<file path="src/rtl/alu_req_arbiter.sv">
// Round-robin arbiter and sequencer sharing one registered arithmetic unit between two ports.
// Operands are latched at grant; the result returns to the owner ALU_LAT+1 edges later with a one-cycle ack.
module alu_req_arbiter #(
    parameter int ALU_LAT = 1
) (
    input  logic       clk,
    input  logic       rst_n,
    input  logic       req0,
    input  logic       req1,
    input  logic [7:0] a0,
    input  logic [7:0] b0,
    input  logic [7:0] a1,
    input  logic [7:0] b1,
    input  logic [3:0] sel0,
    input  logic [3:0] sel1,
    input  logic       cin0,
    input  logic       cin1,
    output logic       ack0,
    output logic       ack1,
    output logic [7:0] res0,
    output logic [7:0] res1,
    output logic       busy,
    output logic [7:0] alu_a,
    output logic [7:0] alu_b,
    output logic [3:0] alu_sel,
    output logic       alu_c_in,
    input  logic [7:0] alu_c_out
);

    typedef enum logic [1:0] {
        ST_IDLE = 2'd0,
        ST_WAIT = 2'd1,
        ST_DONE = 2'd2
    } state_t;

    localparam logic [3:0] LAT_CNT = 4'(ALU_LAT);

    state_t     state_q, state_d;
    logic       owner_q, owner_d;
    logic       last_q, last_d;
    logic [3:0] cnt_q, cnt_d;
    logic       ack0_q, ack0_d;
    logic       ack1_q, ack1_d;
    logic [7:0] res0_q, res0_d;
    logic [7:0] res1_q, res1_d;
    logic       busy_q, busy_d;
    logic [7:0] alu_a_q, alu_a_d;
    logic [7:0] alu_b_q, alu_b_d;
    logic [3:0] alu_sel_q, alu_sel_d;
    logic       alu_c_in_q, alu_c_in_d;

    logic       grant;
    logic       winner;
    logic [7:0] win_a;
    logic [7:0] win_b;
    logic [3:0] win_sel;
    logic       win_cin;

    always_comb begin
        grant   = req0 | req1;
        // On a tie the port that was not served most recently wins.
        winner  = (req0 & req1) ? ~last_q : req1;
        win_a   = winner ? a1   : a0;
        win_b   = winner ? b1   : b0;
        win_sel = winner ? sel1 : sel0;
        win_cin = winner ? cin1 : cin0;
    end

    always_comb begin
        state_d    = state_q;
        owner_d    = owner_q;
        last_d     = last_q;
        cnt_d      = cnt_q;
        ack0_d     = 1'b0;
        ack1_d     = 1'b0;
        res0_d     = res0_q;
        res1_d     = res1_q;
        busy_d     = busy_q;
        alu_a_d    = alu_a_q;
        alu_b_d    = alu_b_q;
        alu_sel_d  = alu_sel_q;
        alu_c_in_d = alu_c_in_q;

        case (state_q)
            ST_IDLE: begin
                busy_d = 1'b0;
                if (grant) begin
                    alu_a_d    = win_a;
                    alu_b_d    = win_b;
                    alu_sel_d  = win_sel;
                    alu_c_in_d = win_cin;
                    owner_d    = winner;
                    last_d     = winner;
                    cnt_d      = LAT_CNT;
                    busy_d     = 1'b1;
                    state_d    = ST_WAIT;
                end
            end
            ST_WAIT: begin
                busy_d = 1'b1;
                if (cnt_q != 4'd0) begin
                    cnt_d = cnt_q - 4'd1;
                end else begin
                    if (owner_q) begin
                        res1_d = alu_c_out;
                        ack1_d = 1'b1;
                    end else begin
                        res0_d = alu_c_out;
                        ack0_d = 1'b1;
                    end
                    state_d = ST_DONE;
                end
            end
            ST_DONE: begin
                // Return to IDLE without arbitrating; a held req is seen on the following edge.
                busy_d  = 1'b0;
                state_d = ST_IDLE;
            end
            default: begin
                busy_d  = 1'b0;
                state_d = ST_IDLE;
            end
        endcase
    end

    always_ff @(posedge clk or negedge rst_n) begin
        if (!rst_n) begin
            state_q    <= ST_IDLE;
            owner_q    <= 1'b0;
            last_q     <= 1'b1;
            cnt_q      <= 4'd0;
            ack0_q     <= 1'b0;
            ack1_q     <= 1'b0;
            res0_q     <= 8'd0;
            res1_q     <= 8'd0;
            busy_q     <= 1'b0;
            alu_a_q    <= 8'd0;
            alu_b_q    <= 8'd0;
            alu_sel_q  <= 4'd0;
            alu_c_in_q <= 1'b0;
        end else begin
            state_q    <= state_d;
            owner_q    <= owner_d;
            last_q     <= last_d;
            cnt_q      <= cnt_d;
            ack0_q     <= ack0_d;
            ack1_q     <= ack1_d;
            res0_q     <= res0_d;
            res1_q     <= res1_d;
            busy_q     <= busy_d;
            alu_a_q    <= alu_a_d;
            alu_b_q    <= alu_b_d;
            alu_sel_q  <= alu_sel_d;
            alu_c_in_q <= alu_c_in_d;
        end
    end

    assign ack0     = ack0_q;
    assign ack1     = ack1_q;
    assign res0     = res0_q;
    assign res1     = res1_q;
    assign busy     = busy_q;
    assign alu_a    = alu_a_q;
    assign alu_b    = alu_b_q;
    assign alu_sel  = alu_sel_q;
    assign alu_c_in = alu_c_in_q;

endmodule

</file>
<file path="config.mk">
export PLATFORM = sky130hd
export DESIGN_NAME = alu_req_arbiter
export DESIGN_NICKNAME = d
export VERILOG_FILES = /design/src/rtl/alu_req_arbiter.sv
export SDC_FILE = /design/constraint.sdc
export NUM_CORES = 1
export LEC_CHECK = 0
export BUFFER_PORTS_ARGS = -buffer_cell sky130_fd_sc_hd__buf_4
export CAP_MARGIN = 20
export CORE_MARGIN = 1
export CORE_UTILIZATION = 51
export DETAILED_ROUTE_END_ITERATION = 10
export HOLD_SLACK_MARGIN = 0.12
export PLACE_DENSITY = 0.85
export RECOVER_POWER = 100
export REMOVE_ABC_BUFFERS = 1
export SYNTH_ARGS = -nofsm -noshare
export SYNTH_HDL_FRONTEND = slang
export SYNTH_SLANG_ARGS = --single-unit
</file>
<file path="constraint.sdc">
create_clock -name clk -period 2.4 [get_ports clk]
set_input_delay 0.12 -clock clk [delete_from_list [all_inputs] [get_ports clk]]
set_output_delay 0.12 -clock clk [all_outputs]
set_load 0.01 [all_outputs]
</file>
---- After elaboration in Yosys (flattened, before gate mapping) ----
Index checks and enable logic that the tools add are counted.
word-level totals
  flip-flop bits (word level) ............. 48
  word-level logic and storage cells ...... 50
  output and inout bits ................... 40
  input bits .............................. 54
cells by class
  muxes and demuxes ....................... 19
  equality and inequality tests ........... 4
  reduce and logical (&&, ||, !) cells .... 8
  $add $sub $neg .......................... 1
  bitwise operators ....................... 5
operators with widths
  operator             count
  $mux 8               2
  $mux 4               3
  $mux 1               9
  $reduce_and 3->1     3
  $pmux 4 s2           1
  $ne 2x2->1 const B   3
  $mux 2               2
  $pmux 2 s2           1
  $reduce_and 2->1     2
  $reduce_bool 4->1    1
  $sub 4x1->4 const B  1
  $not 1->1            3
  $eq 2x1->1 const B   1
  $logic_not 2->1      1
  $pmux 1 s2           1
  $reduce_bool 2->1    1
  $and 1x1->1          1
  $or 1x1->1           1

---- Depth between registers and ports, before layout ----
Gate-level depths: netlist of run 1.
  depth after elaboration ................. 3
  depth in mapped cells ................... 5
  gate-level depth less buffers ........... 5

---- Least setup slack after synthesis of run 1 ----
OpenSTA, ideal clock, no wires.
  kind .................................... flip-flop to flip-flop
  start point ............................. register last_q
  end point ............................... register alu_a_q[0], in the netlist alu_a[0]
  path slack .............................. 0.872 ns
  cell stages (with the launch flop) ...... 5
  required time ........................... 2.275 ns
  clock period less this slack ............ 1.528 ns
  data arrival time ....................... 1.403 ns
  buffers on the path ..................... 1
  setup time .............................. 0.125 ns
  cells stage by stage .................... dfstp_2 > a21bo_2 > buf_6 > mux2_4 > mux2_2
between the ends
  cells in the longest elaborated chain, start to end .. 3
ends and longest elaborated chain
  element                 line  RTL
  start, declared         40    logic last_q, last_d;
  start signal, assigned  144   last_q <= last_d;
  $not 1->1               62    winner = (req0 & req1) ? ~last_q : req1;
  $mux 1                  62
  $mux 8                  63    win_a = winner ? a1 : a0;
  end signal, assigned    151   alu_a_q <= alu_a_d;
  end, declared           47    logic [7:0] alu_a_q, alu_a_d;
No other way between the ends.
A chain may end at the register's enable or synchronous reset.

---- Worst setup path in the final report of run 1 ----
  start point ............................. input req0
  end point ............................... register alu_sel_q[0], in the netlist alu_sel[0]
between the ends
  cells in the longest elaborated chain, start to end .. 3
  elaborated cells between the ends (all ways) .. 5
  classes of those cells .................. mux: 2; bitwise: 2; reduce/logical: 1
ends and longest elaborated chain
  element               line  RTL
  start, declared       8     input logic req0,
  $and 1x1->1           62
  $mux 1                62
  $mux 4                65    win_sel = winner ? sel1 : sel0;
  end signal, assigned  153   alu_sel_q <= alu_sel_d;
  end, declared         49    logic [3:0] alu_sel_q, alu_sel_d;
Parallel ways exist; a longest one is shown, timed or not.

==> results.md, run 1 <==
* Worst Path Buf+Inv at 3
* Synth Flop Type: dfrtp_1
* Die width at 67.8 µm
* Row Count at 23
* Top-count cell post-synth: dfrtp_1
* Pins Over Slew Limit at 0
* GRT Util Overall at 0.228
* Worst path slowest cell: clkbuf_1
* Die area at 0.00460 mm²
* DIE HEIGHT at 67.8 µm
* # diodes at 0
* RSZ-0062 raised after global routing: false
* Layout Nets at 312
* Starting Density at 0.541
* Core Util, Final at 0.734
* Core ar. at 0.00409 mm²
* Num CTS Buffers at 5
* Final Setup Violations at 0
* Period utilisation layout at 0.774
* Yosys reg bits at 48
* Maximum VDD drop at 662 µV
* Final Hold Fails at 0
* Syn_area_per_cell at 15.1 µm²
* Clock slew at reported path FFs at 0.08 ns
* RR Endpoint: alu_sel[0]
* Flop2flop setup slack at 0.59 ns
* Max Fclk at 538 MHz
* Post-synth top area share at 0.532
* Initial antenna violation count at 0
* H-tree depth at 2
* Post-DRT Antenna Nets at 0
* TritonRoute pass-1 iters at 3
* Post-synth ARST share at 1.00
* GPL Wtd Cong at 0.747
* CTS tree: built
* Cells on worst reg2reg path at 4
* Clk sinks at 48
* Reg area at 0.00120 mm²
* Iteration-0 DRC Markers at 51
* Detailed Place HPWL at 3540 µm
* Setup TNS Final at 0 ns
* Worst path max stage delay at 0.60 ns
* Most used cell, CP: clkbuf_1
* GRT overflow at 0
* Slew Limit Headroom at 0.227
* Cell variety after synth at 30
* Via density at 5.18
* Max_cap viols at 0
* CP endpoint kind: flop
* Outcome: finished, final reports clean
* Crit path max fanout at 14
* Synth-to-Final Area Change at 35.7%
* Largest area contributor in the netlist: dfrtp_1
* Required time of the worst setup path at 2.58 ns
* Synth area leaders: dfrtp_1 (53%), mux2_2 (21%), mux2_4 (13%), dfstp_2 (1.2%), ha_1 (1.1%)
* First-pass GRT wire length at 7420 µm
* Crit path launch: req0
* Critical path class: in -> reg
* Lkg Pwr at 1.41 nW
* Cell count after placement at 288
* Root Buffer: clkbuf_8
* RR Startpoint: last_q
* Critical-path cell list: dlygate4sd3_1 > clkbuf_1 > o21ai_0 > clkbuf_1 > mux2_2
* DRC Markers at 0
* Synth Instances at 146
* Mapped Area at 0.00221 mm²
* Crit path capture: alu_sel[0]
* Routed Wire Length at 4780 µm
* WL/cell at 15.6 µm
* Tightest Pin Transition at 1.16 ns
* Ports at 94
* Fillers at 332
* I/O Buffers at 93
* Layout cells sized above 1 at 0.482
* Minimum clock period at 1.86 ns
* Post-synth EDFFs at 0
* PwrDens at 1160 mW/mm²
* Footprint of the multi-input gates at 943 µm²
* Worst path arrival time at 2.04 ns
* Synth top cells by count: dfrtp_1 (47), mux2_2 (41), mux2_4 (19), inv_1 (5)
* Setup Skew at 0.00479 ns
* Max clock buf depth at 2
* Seq/Total Area, Yosys at 0.544
* Hold crit path type: in -> reg
* CP delay by family, top: buffers and inverters
* Clock Latency Late Sink at 0.30 ns
* CP Depth at 5
* Post-route cell area at 0.00300 mm²
* DP Area at 0.00298 mm²
* Largest net degree at the start of global routing at 49
* CP startpoint kind: input port
* Vias in the first global route at 1,625
* Final Non-Filler Cells at 307
* Synthesis Warnings at 0
* Vias at 1,591
## power breakdown
part / total, W / switching, W / internal (W)
logic: 0.00155 / 0.000752 / 0.000796
registers: 0.00144 / 0.000222 / 0.00122
clock network: 0.000486 / 0.000255 / 0.000230
total: 0.00348 / 0.00123 / 0.00225
## what timing repair did
item / in CTS / in global routing
resized for setup: 0 / 0
setup buffers: 0 / 0
hold buffers: 11 / 0
endpoints found under the hold margin: 64 / 0
## per-stage QoR
| step | power, W | worst slack (ns) | hold WS, ns |
|---|---|---|---|
| finish | 0.00348 | 0.542 | 0.171 |
| global route | 0.00374 | 0.448 | 0.163 |
| CTS | 0.00383 | 0.587 | 0.165 |
| detailed placement | 0.00330 | 0.607 | 0.169 |
| global placement | 0.00322 | 0.673 | 0.168 |
| floorplan | 0.00244 | 0.609 | -0.176 |
## kinds of logic (layout without fill, tap and decap cells)
| group | after synthesis | after routing | synth area share |
|---|---|---|---|
| AO/OA/AOI/OAI | 12 | 12 | 0.0374 |
| adder cells (fa/ha/maj) | 2 | 2 | 0.0113 |
| buffers and inverters | 9 | 120 | 0.0232 |
| flip-flops | 48 | 48 | 0.544 |
| multiplexers | 60 | 60 | 0.338 |
| AND/OR/NAND/NOR | 15 | 15 | 0.0459 |
## placed cells by master (no fill, tap or decap), types with 2 or more instances in the layout
master         instances
buf_4                 51
dfrtp_1               47
clkbuf_1              43
mux2_2                41
mux2_4                19
dlygate4sd3_1         11
clkbuf_8               6
inv_1                  5
o21ai_0                4
nor2_1                 3
nand4b_1               2
nor3_1                 2
ha_1                   2
clkinv_2               2
## registers in the layout, indices dropped and copies added (netlist names), 2 cells and up
name,cells
state_q,2
cnt_q,4
res1,8
alu_a,8
alu_b,8
alu_sel,4
res0,8
## worst min path at each step
stage | endpoint | cells after the start | start
detailed placement | res1[2] | 1 | rst_n
floorplan | ack0 | 0 | rst_n
CTS | alu_b[1] | 3 | b1[1]
finish | alu_b[1] | 3 | b1[1]
global placement | res1[2] | 1 | rst_n
global route | alu_a[1] | 3 | a0[1]
## area by class of cell
class / count / share of cell area
flip-flops and latches: 48 / 0.401
multi-input cells: 89 / 0.315
repair buffers: 107 / 0.227
clock buffers: 6 / 0.0275
well taps: 50 / 0.0209
inverters: 5 / 0.00626
clock inverters: 2 / 0.00334
## worst register-to-register path, stage by stage (launching register included)
cell,delay (ns)
dfstp_2,0.55
a21bo_2,0.29
buf_12,0.22
mux2_2,0.36
mux2_2,0.28
## per-layer routing
| layer | vias up | GRT usage | routed length (µm) |
|---|---|---|---|
| met2 | 81 | 0.395 | 2360 |
| met5 | - | 0 | 0 |
| met1 | 756 | 0.252 | 1930 |
| li1 | 749 | - | - |
| met4 | 0 | 0.0781 | 68 |
| met3 | 5 | 0.0917 | 423 |
Power figures use the tool's default switching activity.
==> run 2: changes to the inputs <==
CORE_UTILIZATION = 47   (was 51)
PLACE_DENSITY = 0.79   (was 0.85)
clock period = 1.9 ns   (was 2.4 ns; I/O delays follow)
==> run 2 against run 1 <==
  * The run now ends with DRC left
  * Clock skew hardly changed
  * Sequential power grew 26%
  * Global-route usage shrank 3.8 points
  * Final cell count grew 0.65%
  * Final area is 0.71% higher
  * Clock-buffer cell count is 2 higher
  * Critical path depth decreased by 1
  * Via count shrank 1.9%
  * Combinational power up 26%
  * Critical path type is now reg -> reg
  * Largest cell class unchanged
  * Largest power group unchanged
==> results.md, run 2 (same netlist as run 1, synthesis figures left out) <==
* First-pass GRT wire length at 7300 µm
* GRT busiest layer: met2
* Largest net degree at the start of global routing at 49
* Switching part of the total power at 0.348
* I/O Buffers at 93
* GRT Util Overall at 0.190
* TritonRoute pass-1 iters at 7
* Post-CTS setup buffer count at 0
* Failing checks: DRC
* Detailed Place HPWL at 3150 µm
* Number of hold buffers added after CTS at 11
* Die area at 0.00498 mm²
* GRT overflow at 0
* Lkg Pwr at 1.42 nW
* Routing usage on met3 at 0.0869
* Fillers at 374
* Worst path arrival time at 1.83 ns
* Setup TNS Final at 0 ns
* Post-DRT Antenna Nets at 0
* Clock slew at reported path FFs at 0.08 ns
* Commonest non-fill, non-tap cells in the layout: buf_4 (52), dfrtp_1 (47), clkbuf_1 (43)
* CTS tree: built
* Reg power frac at 0.413
* Final Setup Violations at 0
* Vias in the first global route at 1,603
* GPL Wtd Cong at 0.748
* Starting Density at 0.497
* Ports at 94
* Row Count at 24
* Switching pwr at 0.00153 W
* Clock share of power at 0.138
* Tightest Pin Transition at 1.15 ns
* Core ar. at 0.00444 mm²
* Resized cells post-CTS at 0
* Minimum clock period at 1.65 ns
* Max_cap viols at 0
* Crit path max fanout at 21
* CP endpoint kind: flop
* Period utilisation layout at 0.869
* Synth-to-Final Area Change at 36.7%
* DIE HEIGHT at 70.6 µm
* Setup Skew at 0.00524 ns
* Pins Over Slew Limit at 0
* Most common cell after layout, fill and taps aside: buf_4
* Maximum VDD drop at 557 µV
* CP startpoint kind: flop
* RSZ-0062 raised after global routing: false
* PwrDens at 1450 mW/mm²
* Routed Wire Length at 4380 µm
* Iteration-0 DRC Markers at 69
* Vias at 1,561
* Hold crit path type: in -> reg
* Max Fclk at 606 MHz
* Required time of the worst setup path at 2.07 ns
* Die width at 70.6 µm
* Slew Limit Headroom at 0.231
* Combinational fraction of design power at 0.448
* Final Power at 0.00438 W
* Clock Latency Late Sink at 0.29 ns
* Flop2flop setup slack at 0.25 ns
* Int Power at 0.00285 W
* Met1 GRT Util at 0.223
* Clk sinks at 48
* Root Buffer: clkbuf_8
* Final Hold Fails at 0
* DRC Markers at 14
* Post-route cell area at 0.00302 mm²
* # diodes at 0
* Num CTS Buffers at 5
* Worst setup margin at 0.249 ns
* Critical path class: reg -> reg
* Layout Nets at 312
* Initial antenna violation count at 0
* DP Area at 0.00298 mm²
* WL/cell at 14.2 µm
* Outcome: complete, but fails checks
* Post-Place Setup Slack at 0.249 ns
* H-tree depth at 2
* Grt met2 use at 0.317
* Max clock buf depth at 2
* Via density at 5.05
* Layout cells sized above 1 at 0.494
-- run 2: layer usage --
layer  share of wire  up-vias
met3            0.10        2
met4          0.0052        0
met5               0        -
li1                -      749
met2            0.46       79
met1            0.43      731
-- run 2: power by group through the flow --
stage	clock, W	combinational [W]	sequential (W)
after global routing	0.000664	0.00217	0.00188
after CTS	0.000627	0.00235	0.00182
after detailed placement	0	0.00231	0.00184
after global placement	0	0.00226	0.00182
final	0.000607	0.00196	0.00181
after floorplan	0	0.00108	0.00201
-- run 2: critical path, stage by stage (launching register included) --
cell and delay (ns):
dfstp_2 0.55, a21bo_2 0.17, buf_12 0.19, mux2_2 0.35, mux2_2 0.26
-- run 2: path summary, 6_finish.rpt --
kind / from / to / cells after the start
min in group asynchronous: rst_n / res0[5] / 2
worst min-delay path: b0[0] / alu_b[0] / 3
worst min register to register: alu_b[7] / alu_b[7] / 1
worst max register to register: last_q / alu_sel[0] / 4
max in group asynchronous: rst_n / owner_q / 2
worst max-delay path: last_q / alu_sel[0] / 4
-- run 2: area by class of cell --
class	instances	area, µm²	area share
Tap cell	52	65.1	0.0215
Sequential cell	48	1200	0.398
Timing Repair Buffer	107	684	0.227
Multi-Input combinational cell	89	960	0.318
Clock buffer	8	90.1	0.0298
Inverter	5	18.8	0.00621
-- run 2: per-stage QoR --
stage               cells  utilization  hold WS, ns
floorplan             142            -       -0.201
global route          309        0.680        0.152
CTS                   309        0.715        0.146
detailed placement    290        0.670        0.146
global placement      290        0.670        0.143
finish                309        0.680        0.155
==> run 3: changes to the inputs <==
==> constraint.sdc (replaced) <==
create_clock -name clk -period 1.9 [get_ports clk]
set_input_delay 0.285 -clock clk [delete_from_list [all_inputs] [get_ports clk]]
set_output_delay 0.285 -clock clk [all_outputs]
set_load 0.01 [all_outputs]
==> run 3 against run 2 <==
  * The run still ends with DRC left
  * Via count unchanged
  * Fmax decreased by 2.2%
  * Final cell count decreased by 3.2%
  * Critical path depth unchanged
  * Sequential cell count unchanged
  * Critical path type unchanged
  * Largest power group unchanged
==> results.md, run 3 (same netlist as run 1, synthesis figures left out) <==
* Layout Nets at 302
* Final Setup Violations at 0
* Max_cap viols at 0
* Hold Startpoint: req0
* TritonRoute pass-1 iters at 7
* Die area at 0.00498 mm²
* RR Startpoint: last_q
* Post-CTS setup buffer count at 0
* Ports at 94
* CP endpoint kind: flop
* Core ar. at 0.00444 mm²
* DIE HEIGHT at 70.6 µm
* Maximum VDD drop at 806 µV
* Final Hold Fails at 0
* DP Area at 0.00299 mm²
* Clock Latency Late Sink at 0.30 ns
* Core Util, Final at 0.649
* Crit path launch: last_q
* Failing checks: DRC
* Die width at 70.6 µm
* WL/cell at 14.5 µm
* Detailed Place HPWL at 3180 µm
* Layout cells sized above 1 at 0.457
* Hold crit path type: in -> reg
* DRC Markers at 14
* Pins Over Slew Limit at 0
* I/O Buffers at 93
* First-pass GRT wire length at 7000 µm
* Critical path class: reg -> reg
* Initial antenna violation count at 0
* Tightest Pin Transition at 1.17 ns
* GRT Util Overall at 0.183
* # diodes at 0
* Starting Density at 0.497
* Vias in the first global route at 1,529
* Number of hold buffers added after CTS at 1
* Setup Skew at 0.00666 ns
* Cell count after placement at 290
* Final Non-Filler Cells at 299
* Post-Place Setup Slack at 0.257 ns
* H-tree depth at 2
* Synth-to-Final Area Change at 30.6%
* Period utilisation layout at 0.888
* Worst setup margin at 0.212 ns
* Minimum clock period at 1.69 ns
* Clock slew at reported path FFs at 0.09 ns
* Routed Wire Length at 4330 µm
* Max clock buf depth at 2
* Iteration-0 DRC Markers at 82
* CP startpoint kind: flop
* GPL Wtd Cong at 0.764
* Row Count at 24
* Outcome: complete, but fails checks
* Most common cell after layout, fill and taps aside: buf_4
* PwrDens at 1500 mW/mm²
* RSZ-0062 raised after global routing: false
* GRT overflow at 0
* Worst path arrival time at 1.88 ns
* Max Fclk at 593 MHz
* Root Buffer: clkbuf_8
* Post-route cell area at 0.00289 mm²
* Clk sinks at 48
* Slew Limit Headroom at 0.220
* Via density at 5.22
* Lkg Pwr at 1.33 nW
* Cell depth of the worst min-delay path at 2
* Resized cells post-CTS at 0
* Commonest non-fill, non-tap cells in the layout: buf_4 (53), dfrtp_1 (47), mux2_2 (41)
* Required time of the worst setup path at 2.09 ns
* Post-DRT Antenna Nets at 0
* Cells on worst reg2reg path at 4
* Vias at 1,561
* Crit path max fanout at 20
* Largest net degree at the start of global routing at 49
* CTS tree: built
* Num CTS Buffers at 5
-- run 3: changes by cell type in the layout (fill, tap and decap cells not counted), sizes merged --
cell,delta
buf,+2
dlygate4sd3,-10
clkinv,+2
clkbuf,-4
-- run 3: final timing paths --
| path | end | slack [ns] |
|---|---|---|
| worst max-delay path | alu_c_in | 0.21 |
| min in group asynchronous | alu_a[7] | 0.75 |
| worst min-delay path | last_q | 0.16 |
| worst max register to register | alu_c_in | 0.21 |
| max in group asynchronous | res0[4] | 0.43 |
| worst min register to register | res1[6] | 0.51 |
-- run 3: layout make-up --
type                       instances  area, µm²
tap                               52       65.1
inverter                           5       18.8
timing repair buffer              97        603
clock buffer                       6       82.6
sequential                        48       1200
multi-input combinational         89        903
fill                             404       1560
clock inverter                     2       10.0
-- run 3: critical path: stages (launching register included) --
cell	delay, ns
dfstp_1	0.55
a21bo_1	0.22
buf_12	0.19
mux2_1	0.35
mux2_2	0.26
-- run 3: layer usage --
| layer | routed length [µm] | share of wire | global-route usage |
|---|---|---|---|
| met2 | 1930 | 0.44 | 0.292 |
| met5 | 0 | 0 | 0 |
| met4 | 61 | 0.014 | 0.0667 |
| met1 | 1820 | 0.42 | 0.219 |
| met3 | 521 | 0.12 | 0.0855 |
-- run 3: power breakdown --
group	total, W	switching (W)	internal [W]
registers	0.00181	0.000272	0.00154
logic	0.00191	0.000927	0.000985
clock network	0.000621	0.000330	0.000291
total	0.00434	0.00153	0.00281
-- run 3: stage by stage --
step,total power (W),hold slack [ns],setup TNS (ns)
after floorplan,0.00309,-0.0106,-0.465
after CTS,0.00480,0.146,0
after detailed placement,0.00417,0.340,0
after global placement,0.00411,0.336,0
final,0.00434,0.162,0
after global routing,0.00465,0.164,0
